<file path="src/rtl/eight_bit_acc_pkg.sv">
// Shared types and widths for the eight-bit accumulator.
package eight_bit_acc_pkg;

  localparam int DATA_W = 8;
  localparam int CNT_W  = 4;

  typedef enum logic [1:0] {
    IDLE,
    ACCUM,
    DONE
  } state_t;

endpackage

</file>
<file path="src/rtl/eight_bit_adder.sv">
// Plain 8-bit ripple adder with carry-in and carry-out.
module eight_bit_adder (
  input  logic [7:0] A,
  input  logic [7:0] B,
  input  logic       Cin,
  output logic [7:0] Sum,
  output logic       Carry
);

  assign {Carry, Sum} = {1'b0, A} + {1'b0, B} + {8'b0, Cin};

endmodule

</file>
<file path="src/rtl/eight_bit_accumulator.sv">
// Sums N_OPS streamed operands and presents the total with carry statistics.
// Optional macro SATURATE_EN: a carry-out pins the accumulator at 8'hFF instead of wrapping.
module eight_bit_accumulator
  import eight_bit_acc_pkg::*;
#(
  parameter int N_OPS = 4
) (
  input  logic              clk,
  input  logic              rstn,
  input  logic              clear,
  input  logic              in_valid,
  output logic              in_ready,
  input  logic [DATA_W-1:0] A,
  output logic              out_valid,
  input  logic              out_ready,
  output logic [DATA_W-1:0] Sum,
  output logic              Carry,
  output logic [CNT_W-1:0]  carry_count
);

  localparam logic [CNT_W-1:0] LAST_OP = CNT_W'(N_OPS);
  localparam logic [CNT_W-1:0] CNT_MAX = '1;

  state_t            state, state_nxt;
  logic [DATA_W-1:0] acc, acc_nxt;
  logic              carry_q, carry_nxt;
  logic [CNT_W-1:0]  cc, cc_nxt;
  logic [CNT_W-1:0]  op_cnt, op_cnt_nxt;
  logic [DATA_W-1:0] add_a, add_sum;
  logic              add_co;
  logic              xfer;

  assign in_ready    = (state != DONE);
  assign out_valid   = (state == DONE);
  assign xfer        = in_valid && in_ready;
  assign Sum         = acc;
  assign Carry       = carry_q;
  assign carry_count = cc;

  // The first operand of a run is added to zero, never to a stale total.
  assign add_a = (state == IDLE) ? '0 : acc;

  eight_bit_adder u_adder (
    .A     (add_a),
    .B     (A),
    .Cin   (1'b0),
    .Sum   (add_sum),
    .Carry (add_co)
  );

  always_comb begin
    // NOTE: every signal gets a hold value first so no path leaves it unassigned (no latches).
    state_nxt  = state;
    acc_nxt    = acc;
    carry_nxt  = carry_q;
    cc_nxt     = cc;
    op_cnt_nxt = op_cnt;

    if (clear) begin
      state_nxt  = IDLE;
      acc_nxt    = '0;
      carry_nxt  = 1'b0;
      cc_nxt     = '0;
      op_cnt_nxt = '0;
    end else begin
      unique case (state)
        IDLE, ACCUM: begin
          if (xfer) begin
`ifdef SATURATE_EN
            acc_nxt = add_co ? '1 : add_sum;
`else
            acc_nxt = add_sum;
`endif
            if (add_co) begin
              carry_nxt = 1'b1;
              if (cc != CNT_MAX) cc_nxt = cc + 1'b1;
            end
            op_cnt_nxt = op_cnt + 1'b1;
            state_nxt  = (op_cnt_nxt == LAST_OP) ? DONE : ACCUM;
          end
        end
        DONE: begin
          if (out_ready) begin
            state_nxt  = IDLE;
            acc_nxt    = '0;
            carry_nxt  = 1'b0;
            cc_nxt     = '0;
            op_cnt_nxt = '0;
          end
        end
        default: state_nxt = IDLE;
      endcase
    end
  end

  // NOTE: sequential state uses non-blocking assignments so all registers update together.
  always_ff @(posedge clk or negedge rstn) begin
    if (!rstn) begin
      state   <= IDLE;
      acc     <= '0;
      carry_q <= 1'b0;
      cc      <= '0;
      op_cnt  <= '0;
    end else begin
      state   <= state_nxt;
      acc     <= acc_nxt;
      carry_q <= carry_nxt;
      cc      <= cc_nxt;
      op_cnt  <= op_cnt_nxt;
    end
  end

endmodule
</file>
<file path="config.mk">
export PLATFORM = sky130hd
export DESIGN_NAME = eight_bit_accumulator
export DESIGN_NICKNAME = d
export VERILOG_FILES = /design/src/rtl/eight_bit_acc_pkg.sv /design/src/rtl/eight_bit_adder.sv /design/src/rtl/eight_bit_accumulator.sv
export SDC_FILE = /design/constraint.sdc
export NUM_CORES = 1
export LEC_CHECK = 0
export ABC_AREA = 1
export CAP_MARGIN = 20
export CORE_UTILIZATION = 54
export CTS_CLUSTER_SIZE = 24
export DETAILED_ROUTE_END_ITERATION = 12
export PLACE_DENSITY_LB_ADDON = 0.15
export SLEW_MARGIN = 20
export SYNTH_ARGS = -nofsm -noshare
export SYNTH_HDL_FRONTEND = slang
export SYNTH_SLANG_ARGS = --single-unit
</file>
<file path="constraint.sdc">
create_clock -name clk -period 3.2 [get_ports clk]
set_input_delay 0.96 -clock clk [delete_from_list [all_inputs] [get_ports clk]]
set_output_delay 0.96 -clock clk [all_outputs]
set_load 0.005 [all_outputs]
</file>
==> out/metrics.yaml, run 1 <==
outcome:
  status: "finished clean"
sta:
  worstMarginPinSlew_ps: 835
  slew_headroom_pct: 44.1
  hold_violations: 0
  drv_slew: 0
  post-route-period-util_pct: 79.4
  setup_viol: 0
  max_freq_mhz: 393
  grt_setup_unrepaired: "no"
  layout_min_cycle_time_ps: 2540
  skew_ps: 6.69
  setup_tns_ps: 0
  layout_setup_ws_ps: 658
clock_network:
  clock_latency_ps: 300
  cts_tree: "done"
  hold_buffers: 0
  clk_pin_slew_worst_paths_ps: 120
  cts_resized: 0
  cts_max_path_buffers: 2
  numCtsBuffers: 3
  postCtsSetupBuffers: 0
  h-tree-depth: 1
  cts_sinks: 19
  cts_root_buf: "clkbuf_4"
pwr:
  sw_frac_of_total_pct: 30.9
  combPwrFrac_pct: 26.9
  pwr-share-clk_pct: 22.5
  internal_power_mw: 0.381
  p_sw_mw: 0.170
  powerDensity_nw_per_um2: 336
  sequentialPowerShare_pct: 50.7
  p_leak_nw: 0.846
  vdd_ir_drop_max_mv: 0.277
cells_and_area:
  fin_nets: 240
  fillers: 208
  seq_area_um2: 475
  drive_gt1_share_pct: 6.07
  area.growth.synth_to_final_pct: 24.4
  diodes: 0
  multiInputGateArea_um2: 736
worst_hold_path:
  hold_start: "Carry"
  holdPathEnd: "Carry"
  hold_depth: 2
  hold_path.class: "flip-flop to flip-flop"
floorplan:
  initial_core_util_pct: 58.5
  fp.dieW_um: 51.4
  std_cell_rows: 17
  die_area_um2: 2650
  ios: 28
  die_h_um: 51.4
  core_area_um2: 2250
synthesis:
  synth_seq_cells: 19
  yosysWarnings: 0
  syn_nets: 209
  synthCells: 184
  synth_area_um2: 1320
  yosysSeqAreaShare_pct: 36.0
  synth_ff_type: "dfrtp_1"
  synth_edf_count: 0
  yosysUniqueCellTypes: 21
  async_flop_share_pct: 100
  avgSynthCellArea_um2: 7.17
worst_setup_path:
  crit_cells: 10
  slowest_stage: "clkdlybuf4s50_1"
  cp.required_ps: 3440
  cp_max_fo: 6
  crit_chain: "clkdlybuf4s50_1 > ha_1 > fa_1 > nand2_1 > nand2_1 > nand3_1 > nand2_1 > nand3_1 > nand2_1 > nand2_1"
  reg2reg_depth: 11
  r2r-start: "state[1]"
  path_delay_family: "simple AND/OR/NAND/NOR gates"
  crit_arrival_ps: 2780
  critPathMostFrequentCell: "nand2_1"
  end_kind: "flip-flop"
  critPathMaxStageDelay_ps: 420
  path_buf_inv: 1
  r2r-end: "carry_count[3]"
  cp-start-kind: "input port"
  critical_path_class: "input port to flip-flop"
  rrSetupSlack_ps: 730
routing:
  drc: 0
  drt-total-wl_mm: 2.80
  drt_iter0_markers: 44
  wl_per_cell_um: 11.6
  viasPerCell: 5.16
  dr_total_vias: 1249
  dr.pass1.iters: 5
  ant_nets: 0
placement:
  dpl.hpwl_mm: 2.18
  routabilityCongestion: 0.791
  portBuffers: 27
  place_ws_ps: 371
global_routing:
  grt_overflow_total: 0
  grt_pass1_wl_mm: 4.82
  antenna_found_initial: 0
  grt_max_degree: 20
  grt_pass1_vias: 1177
  grt_util_all_layers_pct: 24.2
job:
  cap_violations: 0
## Yosys cell counts (2+ instances only)
cell / n / area share (%)
dfrtp_1: 19 / 36
a21oi_1: 5 / 1.9
xor2_1: 2 / 1.3
nand4_1: 6 / 2.8
nand3b_1: 3 / 1.7
nand3_1: 16 / 6.1
or2_2: 2 / 0.95
ha_1: 11 / 10
o22ai_1: 2 / 0.95
o21ai_0: 8 / 3.0
nand2_2: 3 / 1.4
inv_1: 24 / 6.8
nand2_1: 55 / 16
nor2_1: 20 / 5.7
inv_2: 2 / 0.57
## how the worst max path moves through the flow
stage              from        endpoint  slack [ps]
3_5_place_dp       A[0]  carry_count[3]         370
4_1_cts            A[0]  carry_count[3]         680
6_report           A[0]  carry_count[3]         660
3_3_place_gp       A[0]  carry_count[3]         510
2_1_floorplan      A[0]  carry_count[3]        1010
5_1_grt        state[1]  carry_count[0]         490
## metal layers
metal	track usage, %	part of all wire [%]
met1	30.2	46
met2	42.6	49
met3	2.68	3.7
met4	8.56	1.8
met5	0	0
## metrics by stage
stage / instance area, um^2 / cells / hold WS (ps) / power (mW) / util, %
after global placement: 1610 / 238 / 469 / 0.426 / 71.6
after floorplan: 1320 / 184 / 472 / 0.359 / -
after global routing: 1640 / 242 / 545 / 0.585 / 72.8
after detailed placement: 1610 / 238 / 481 / 0.432 / 71.6
after CTS: 1640 / 242 / 509 / 0.556 / 72.8
final: 1640 / 242 / 512 / 0.551 / 72.8
## cells in the final DEF (no fill, tap or decap), types with 2 or more instances in the layout
cell type         n
o21ai_0           8
nand3b_1          3
nand2_2           3
or2_2             2
nor2_1           20
clkbuf_4          3
dfrtp_1          19
o22ai_1           2
nand4_1           6
xor2_1            2
nand2_1          55
clkdlybuf4s50_1  27
a21oi_1           5
inv_1            24
ha_1             11
inv_2             2
nand3_1          16
## worst min-delay path, cell delays in order (launching register included)
cell	delay (ps)
dfrtp_1	370
nand2_1	50
o21ai_0	60
## power by group through the flow
| stage | registers (mW) | logic, mW | clock network [mW] |
|---|---|---|---|
| finish | 0.279 | 0.148 | 0.124 |
| global route | 0.282 | 0.168 | 0.135 |
| CTS | 0.279 | 0.149 | 0.128 |
| detailed placement | 0.284 | 0.148 | 0 |
| global placement | 0.283 | 0.143 | 0 |
| floorplan | 0.282 | 0.0772 | 0 |
## final cells by class
cell class	instances	share of cell area [%]
inverters	26	5.95
multi-input cells	138	44.8
well taps	28	2.13
clock inverters	1	0.305
repair buffers	27	16.5
clock buffers	3	1.37
flip-flops and latches	19	29.0
## state kept, by name, summed over array words and instances (netlist names)
name	cells
Carry	1
state	2
op_cnt	4
Sum	8
carry_count	4
## cell families (layout without fill, tap and decap cells)
group	Yosys count	after routing	synth area share (%)
AND/OR/NAND/NOR	108	108	36.2
buffers and inverters	27	57	8.25
adder cells (fa/ha/maj)	12	12	11.9
XOR/XNOR	2	2	1.33
flip-flops	19	19	36.0
AO/OA/AOI/OAI	16	16	6.26
Note: power is estimated with default switching activity, not from simulation.
==> inputs of run 2 (changes only) <==
Settings changed: CORE_UTILIZATION 54 to 50.
Clock period 3.2 ns to 2.52 ns, I/O delays scaled along.
==> run 2 against run 1 <==
Effect of this change:
- final area increased by 1.4%
- via count grew 1.8%
- utilization decreased by 5.6 points
- largest cell class unchanged
- sequential power increased by 28%
- highest routed layer unchanged
- register-to-register slack lost 370 ps
- worst setup slack lost 400 ps
- clock-buffer cell count grew 1
==> out/metrics.yaml, run 2 (synthesis results as in run 1) <==
clock_network:
  postCtsSetupBuffers: 0  # unchanged
  h-tree-depth: 1  # unchanged
  clk_pin_slew_worst_paths_ps: 110  # was 120 ps
  cts_tree: "done"  # unchanged
  numCtsBuffers: 3  # unchanged
  cts_resized: 0  # unchanged
  cts_sinks: 19  # unchanged
  cts_max_path_buffers: 2  # unchanged
  cts_root_buf: "clkbuf_4"  # unchanged
  hold_buffers: 0  # unchanged
  clock_latency_ps: 300  # about the same
routing:
  dr_total_vias: 1272  # was 1249
  drt_iter0_markers: 33  # was 44
  viasPerCell: 5.15  # was 5.16
  wl_per_cell_um: 11.8  # was 11.6 um
  ant_nets: 0  # unchanged
  drt-total-wl_mm: 2.92  # was 2.80 mm
  drc: 0  # unchanged
  dr.pass1.iters: 4  # was 5
cells_and_area:
  final_cell_mix: "nand2_1, clkdlybuf4s50_1, inv_1"  # unchanged
  drive_gt1_share_pct: 6.91  # was 6.07%
  fillers: 212  # was 208
  fin_nets: 243  # was 240
  design_area_um2: 1670  # was 1640 um^2
  diodes: 0  # unchanged
  largest_reg_flops: 8  # unchanged
  area.growth.synth_to_final_pct: 26.2  # was 24.4%
  mostFrequentLayoutCell: "nand2_1"  # unchanged
worst_setup_path:
  crit_arrival_ps: 2510  # was 2780 ps
  rrSetupSlack_ps: 360  # was 730 ps
  end_kind: "flip-flop"  # unchanged
  cp_max_fo: 6  # unchanged
  cp-start-kind: "input port"  # unchanged
  cp.required_ps: 2760  # was 3440 ps
  critical_path_class: "input port to flip-flop"  # unchanged
sta:
  worstMarginPinSlew_ps: 256  # was 835 ps
  hold_violations: 0  # unchanged
  setup_viol: 0  # unchanged
  grt_setup_unrepaired: "no"  # unchanged
  layout_setup_ws_ps: 255  # was 658 ps
  skew_ps: 3.03  # was 6.69 ps
  post-route-period-util_pct: 89.9
  max_freq_mhz: 441
  setup_tns_ps: 0  # unchanged
  drv_slew: 0  # unchanged
  slew_headroom_pct: 83.0  # was 44.1%
  layout_min_cycle_time_ps: 2270
pwr:
  powerDensity_nw_per_um2: 426  # was 336 nW/um^2
  p_leak_nw: 0.858  # was 0.846 nW
  vdd_ir_drop_max_mv: 0.279  # was 0.277 mV
  total_power_mw: 0.709  # was 0.551 mW
floorplan:
  ios: 28  # unchanged
  core_area_um2: 2480  # was 2250 um^2
  initial_core_util_pct: 53.3  # was 58.5%
  std_cell_rows: 18  # was 17
  fp.dieW_um: 53.4  # was 51.4 um
  die_area_um2: 2850  # was 2650 um^2
  die_h_um: 53.4  # was 51.4 um
placement:
  dpl_cell_area_um2: 1640  # was 1610 um^2
  routabilityCongestion: 0.865  # was 0.791
  place_ws_ps: -31.8  # was 371 ps
  portBuffers: 27  # unchanged
  dpl.hpwl_mm: 2.24  # was 2.18 mm
job:
  cap_violations: 0  # unchanged
global_routing:
  grt_pass1_vias: 1172  # was 1177
  grt_util_all_layers_pct: 23.3  # was 24.2%
  grt_overflow_total: 0  # unchanged
  grt_max_degree: 20  # unchanged
  antenna_found_initial: 0  # unchanged
  grt_pass1_wl_mm: 4.74  # was 4.82 mm
worst_hold_path:
  hold_path.class: "flip-flop to flip-flop"  # unchanged
outcome:
  status: "finished clean"  # unchanged
-- run 2: changes by cell type in the layout (fill, tap and decap cells not counted), sizes merged --
cell / change
buf: +3
clkbuf: +1
clkinv: -1
-- run 2: area by class of cell --
type                            instances  area [um^2]  area share [%]
Tap cell                               30         37.5            2.25
Sequential cell                        19          475            28.5
Multi-Input combinational cell        138          736            44.2
Clock buffer                            4         26.3            1.58
Inverter                               26         97.6            5.86
Timing Repair Buffer                   30          293            17.6
-- run 2: per-layer routing --
metal  vias to the layer above  part of all wire (%)  track usage, %
li1                        659                     -               -
met1                       581                    47            27.9
met2                        27                    48            40.4
met3                         5                   3.8            4.02
met4                         0                   1.3            9.65
met5                         -                     0               0
-- run 2: path summary, 6_finish.rpt --
check / from / endpoint / cells after the start
worst max-delay path: A[0] / carry_count[1] / 10
worst min-delay path: Sum[5] / Sum[5] / 2
worst max register to register: state[1] / carry_count[1] / 10
worst min register to register: Sum[5] / Sum[5] / 2
max in group asynchronous: rstn / Sum[3] / 2
min in group asynchronous: rstn / carry_count[0] / 2
-- run 2: through the flow --
step | hold WS, ps | utilization, % | std cells
after global routing | 556 | 67.2 | 247
after floorplan | 460 | - | 184
after CTS | 526 | 67.2 | 247
after global placement | 469 | 66.2 | 243
after detailed placement | 501 | 66.2 | 243
final | 520 | 67.2 | 247
-- run 2: report_power, final --
part	internal, mW	switching (mW)	total [mW]
registers	0.329	0.0264	0.356
logic	0.0985	0.0951	0.194
clock network	0.0617	0.0978	0.159
total	0.490	0.219	0.709
-- run 2: critical path: stages --
cell             delay (ps)
clkdlybuf4s50_1         400
ha_1                    220
fa_1                    380
nand2_1                  80
nand2_1                 100
nand3_1                 100
nand2_1                 130
nand3_1                 170
nand2_1                  80
nand2_1                  70
